==> config.mk <==
export PLATFORM = sky130hd
export DESIGN_NAME = mem_arbiter
export DESIGN_NICKNAME = d
export VERILOG_FILES = /design/src/rtl/mem_arbiter_pkg.sv /design/src/rtl/mem_arbiter.sv
export SDC_FILE = /design/constraint.sdc
export NUM_CORES = 1
export LEC_CHECK = 0
export CORE_MARGIN = 10
export CORE_UTILIZATION = 22
export CTS_CLUSTER_DIAMETER = 120
export DETAILED_ROUTE_END_ITERATION = 8
export PLACE_DENSITY = 0.95
export SETUP_SLACK_MARGIN = 0.02
export SLEW_MARGIN = 20
export SYNTH_ARGS = -nofsm -noshare
export SYNTH_HDL_FRONTEND = slang
export SYNTH_SLANG_ARGS = --single-unit
==> constraint.sdc <==
create_clock -name clk -period 1.9 [get_ports clk]
set_clock_uncertainty 0.05 [all_clocks]
set_input_delay 0.38 -clock clk [delete_from_list [all_inputs] [get_ports clk]]
set_output_delay 0.38 -clock clk [all_outputs]
set_load 0.01 [all_outputs]
==> src/rtl/mem_arbiter_pkg.sv <==
// Shared types for the unified-memory arbiter.
// Access sizes and arbiter FSM states.
package mem_arbiter_pkg;

  typedef enum logic [1:0] {
    SIZE_BYTE = 2'b00,
    SIZE_HALF = 2'b01,
    SIZE_WORD = 2'b10
  } mem_size_t;

  typedef enum logic [1:0] {
    IDLE    = 2'b00,
    WAIT_IF = 2'b01,
    WAIT_D  = 2'b10
  } arb_state_t;

endpackage

==> src/rtl/mem_arbiter.sv <==
// Single-port memory arbiter: fetch vs load/store, one transaction
// in flight, data priority with a starvation guard and a response timeout.
module mem_arbiter
  import mem_arbiter_pkg::*;
#(
  parameter int AWIDTH     = 32,
  parameter int DWIDTH     = 32,
  parameter int STARVE_MAX = 4,
  parameter int TIMEOUT    = 16
) (
  input  logic              clk,
  input  logic              reset,
  input  logic              if_req_i,
  input  logic [AWIDTH-1:0] if_addr_i,
  output logic              if_gnt_o,
  output logic              if_rvalid_o,
  output logic [DWIDTH-1:0] if_rdata_o,
  input  logic              d_req_i,
  input  logic              d_we_i,
  input  logic [AWIDTH-1:0] d_addr_i,
  input  logic [DWIDTH-1:0] d_wdata_i,
  input  logic [1:0]        d_size_i,
  output logic              d_gnt_o,
  output logic              d_rvalid_o,
  output logic [DWIDTH-1:0] d_rdata_o,
  output logic              mem_req_o,
  output logic              mem_we_o,
  output logic [AWIDTH-1:0] mem_addr_o,
  output logic [DWIDTH-1:0] mem_wdata_o,
  output logic [1:0]        mem_size_o,
  input  logic              mem_rvalid_i,
  input  logic [DWIDTH-1:0] mem_rdata_i,
  output logic              busy_o,
  output logic              err_o
);

  localparam int SW = $clog2(STARVE_MAX + 1);
  localparam int TW = (TIMEOUT > 2) ? $clog2(TIMEOUT) : 1;
  localparam logic [SW-1:0] STARVE_LIM = SW'(STARVE_MAX);
  localparam logic [TW-1:0] TIME_LIM   = TW'(TIMEOUT - 1);

  arb_state_t  r_state;
  arb_state_t  w_next;
  logic [SW-1:0] r_starve;
  logic [TW-1:0] r_timer;
  logic          r_d_we;

  logic w_idle;
  logic w_d_win;
  logic w_if_win;
  logic w_wait_if;
  logic w_wait_d;
  logic w_wait;
  logic w_last;
  logic w_done;

  // Every decode is gated by reset so all outputs read 0 while it is held.
  assign w_idle    = reset && (r_state == IDLE);
  assign w_wait_if = reset && (r_state == WAIT_IF);
  assign w_wait_d  = reset && (r_state == WAIT_D);
  assign w_wait    = w_wait_if | w_wait_d;

  assign w_d_win  = w_idle && d_req_i &&
                    (!if_req_i || (r_starve < STARVE_LIM));
  assign w_if_win = w_idle && !w_d_win && if_req_i;

  assign w_last = (r_timer == TIME_LIM);
  assign w_done = mem_rvalid_i || w_last;

  assign mem_req_o   = w_d_win | w_if_win;
  assign mem_we_o    = w_d_win & d_we_i;
  assign mem_addr_o  = w_d_win  ? d_addr_i  :
                       w_if_win ? if_addr_i : '0;
  assign mem_wdata_o = w_d_win  ? d_wdata_i : '0;
  assign mem_size_o  = w_d_win  ? d_size_i  :
                       w_if_win ? SIZE_WORD : 2'b00;

  assign if_gnt_o = w_if_win;
  assign d_gnt_o  = w_d_win;

  assign if_rvalid_o = w_wait_if && w_done;
  assign if_rdata_o  = (w_wait_if && mem_rvalid_i) ? mem_rdata_i : '0;
  assign d_rvalid_o  = w_wait_d && w_done;
  assign d_rdata_o   = (w_wait_d && mem_rvalid_i && !r_d_we) ?
                       mem_rdata_i : '0;

  assign busy_o = w_wait;
  assign err_o  = w_wait && w_last && !mem_rvalid_i;

  always_comb begin
    w_next = r_state;
    unique case (1'b1)
      w_d_win:  w_next = WAIT_D;
      w_if_win: w_next = WAIT_IF;
      w_wait:   w_next = w_done ? IDLE : r_state;
      default:  w_next = r_state;
    endcase
  end

  always_ff @(posedge clk or negedge reset) begin
    if (!reset) begin
      r_state  <= IDLE;
      r_starve <= '0;
      r_timer  <= '0;
      r_d_we   <= 1'b0;
    end else begin
      r_state <= w_next;
      if (w_d_win) begin
        r_d_we  <= d_we_i;
        r_timer <= '0;
        if (!if_req_i)
          r_starve <= '0;
        else if (r_starve != STARVE_LIM)
          r_starve <= r_starve + 1'b1;
      end else if (w_if_win) begin
        r_timer  <= '0;
        r_starve <= '0;
      end else if (w_wait) begin
        r_timer <= r_timer + 1'b1;
      end
    end
  end

endmodule

==> impl_metrics.csv <==
group,metric,value,unit
route,antenna_left,0,
logic_synthesis,syn_area,1610,µm²
logic_synthesis,synth-edff-count,0,
cts,cts_made_buffers,3,
logic_synthesis,syn_avg_cell_area,7.66,µm²
power,ir_drop,0.000567,V
route,vias,2938,
power,p_leak,2.48,nW
global_route,grt_pass1_wl,20400,µm
logic_synthesis,synth_top_area_cell,"and2_1",
die,die_area,11100,µm²
placed_design,post-dp-hpwl,11000,µm
run,cap_violations,0,
cts,clock_sinks,10,
logic_synthesis,synth_seq_cells,10,
logic_synthesis,synth_commonest_cells,"and2_1 (98), a22o_1 (34), dfrtp_1 (10), buf_4 (9), clkbuf_1 (6)",
timing,rsz0062_at_grt,"yes",
logic_synthesis,synth-async-reset-ratio,100,%
global_route,grt_max_degree,27,
power,power,3.19,mW
timing,final-setup-viol-count,133,
cells_and_area,nets,658,
placed_design,port_buffers,273,
worst_setup_path,crit_required,1470,ps
worst_setup_path,crit_type,"flop to primary output",
worst_setup_path,cp-start-kind,"flop",
logic_synthesis,syn_inst,210,
global_route,grt_pass1_vias,3242,
timing,holdWs,49.9,ps
worst_setup_path,worstPathArrival,1780,ps
timing,fin_tns_setup,-25450,ps
timing,slew_headroom,82.6,%
cts,clockRootBuffer,"clkbuf_8",
placed_design,post_dp_cell_area,4540,µm²
logic_synthesis,ys_types,33,
worst_setup_path,crit_path_start,"r_state[1]",
timing,fin_crit_sh,116,%
global_route,grt_overflow,0,
route,dr.pass1.iters,4,
die,row_count,31,
cts,cts.clk_slew.worst_paths,50,ps
timing,drv_slew,0,
worst_setup_path,critPathMaxFanout,8,
route,wl_per_cell,24.4,µm
route,drc,0,
global_route,grt_usage,23.4,%
cts,hold_buffers,0,
logic_synthesis,yosys_warnings,0,
logic_synthesis,syn-num-nets,349,
logic_synthesis,synth_seq_area_share,15.6,%
worst_setup_path,r2r_setup_slack,150,ps
worst_setup_path,r2r_start,"r_state[1]",
timing,min_period,2210,ps
route,drt_iter0_markers,70,
die,die_y,105,µm
timing,layout_setup_ws,-311,ps
route,vias_per_cell,4.75,
die,initial_core_util,22.4,%
cells_and_area,syn_to_final_growth,229,%
worst_setup_path,cp-end-kind,"primary output",
cells_and_area,drive_gt1_share,51.7,%
timing,max_freq,452,MHz
cts,worstSkewPairLatency,240,ps
cells_and_area,final_area,5300,µm²
run_status,violations,"setup timing",
placed_design,place_ws,-885,ps
timing,worstMarginPinSlew,261,ps
timing,finalHoldViolCount,0,
logic_synthesis,yosysMostFrequentCell,"and2_1",
die,ios,274,
cts,cts_max_level,1,
worst_hold_path,hold_path.class,"primary input to asynchronous set/reset pin",
route,routed_wl,15100,µm
power,cellPowerDensity,602,nW/µm²
logic_synthesis,synth_top_area_share,38.1,%
run_status,status,"finished, violations left",
cts,cts_tree,"done",
die,core_area,7180,µm²
die,die_w,105,µm
placed_design,place.gp.congestion,0.868,
logic_synthesis,synth_top_flop_cell,"dfrtp_1",
global_route,antenna_found_initial,2,
logic_synthesis,yosys-top-cells-area,"and2_1 (38%), a22o_1 (19%), dfrtp_1 (16%)",
cts,ctsLongestPathBuffers,2,
## cell usage in the layout (no fill, tap or decap), types with 2 or more instances in the layout
cell type,instances
clkbuf_2,4
nor3b_4,2
clkbuf_16,5
a21oi_1,4
diode_2,2
and3_4,3
and2_4,66
dfrtp_1,9
nand4_1,2
buf_4,26
clkdlybuf4s15_2,22
a21o_1,2
and2_1,32
buf_2,29
clkbuf_8,4
nand2_1,2
o21ai_0,3
dlygate4sd2_1,8
buf_16,5
nand3_1,2
clkdlybuf4s50_1,131
nor2_1,3
buf_6,82
a22o_1,34
buf_12,10
inv_1,5
or3_1,3
ha_1,2
## per-stage QoR
stage / std cells / util, %
2_1_floorplan: 210 / -
3_3_place_gp: 582 / 63.3
3_5_place_dp: 582 / 63.3
4_1_cts: 610 / 68.4
5_1_grt: 619 / 73.8
6_report: 619 / 73.8
## state kept, by name, indices dropped and copies added (netlist names)
name	flops
r_d_we	1
r_starve	3
r_state	2
r_timer	4
## cells by family after synthesis
| group | Yosys count | share of synthesized area [%] |
|---|---|---|
| muxes | 2 | 1.40 |
| buffers and inverters | 25 | 8.95 |
| DFF | 10 | 15.6 |
| adders and majority gates | 3 | 2.33 |
| xor gates and xnor gates | 2 | 1.09 |
| and+or+nand+nor | 121 | 47.2 |
| AOI/OAI and AO/OA | 47 | 23.4 |
## critical path: stages (launching register included)
cell and delay [ps]:
dfrtp_2 450, nor3b_4 210, buf_4 150, and3_4 280
clkbuf_16 180, a22o_1 140, buf_4 130
## final timing paths
path | end | cells past startpoint
hold reg to reg | r_starve[1] | 1
hold / removal | r_state[0] | 2
setup reg to reg | r_d_we | 6
max in group asynchronous | r_state[1] | 2
min in group clk | r_starve[1] | 1
setup / recovery | mem_addr_o[1] | 6
## metal layers
| metal | share of wire [%] | GRT usage (%) |
|---|---|---|
| met3 | 8.9 | 6.52 |
| met1 | 34 | 23.7 |
| met4 | 2.4 | 8.43 |
| met2 | 55 | 44.4 |
| met5 | 0 | 0 |
## repair_timing
| action | in CTS | in global routing |
|---|---|---|
| resized for setup | 593 | 118 |
| setup endpoints to repair | 138 | 139 |
| gates cloned | 9 | 6 |
| setup buffers | 15 | 5 |
| pin swaps | 29 | 39 |
## report_power, final
group / switching [mW] / internal (mW)
Sequential: 0.0868 / 0.295
Clock: 0.0872 / 0.182
Combinational: 1.01 / 1.53
Total: 1.18 / 2.01
## cell type report
type,instances,area [µm²]
Antenna cell,2,5.00
Clock buffer,4,55.1
Fill cell,453,1880
Inverter,5,18.8
Multi-Input combinational cell,175,1440
Sequential cell,10,251
Tap cell,99,124
Timing Repair Buffer,324,3400
Note: power is estimated with default switching activity, not from simulation.
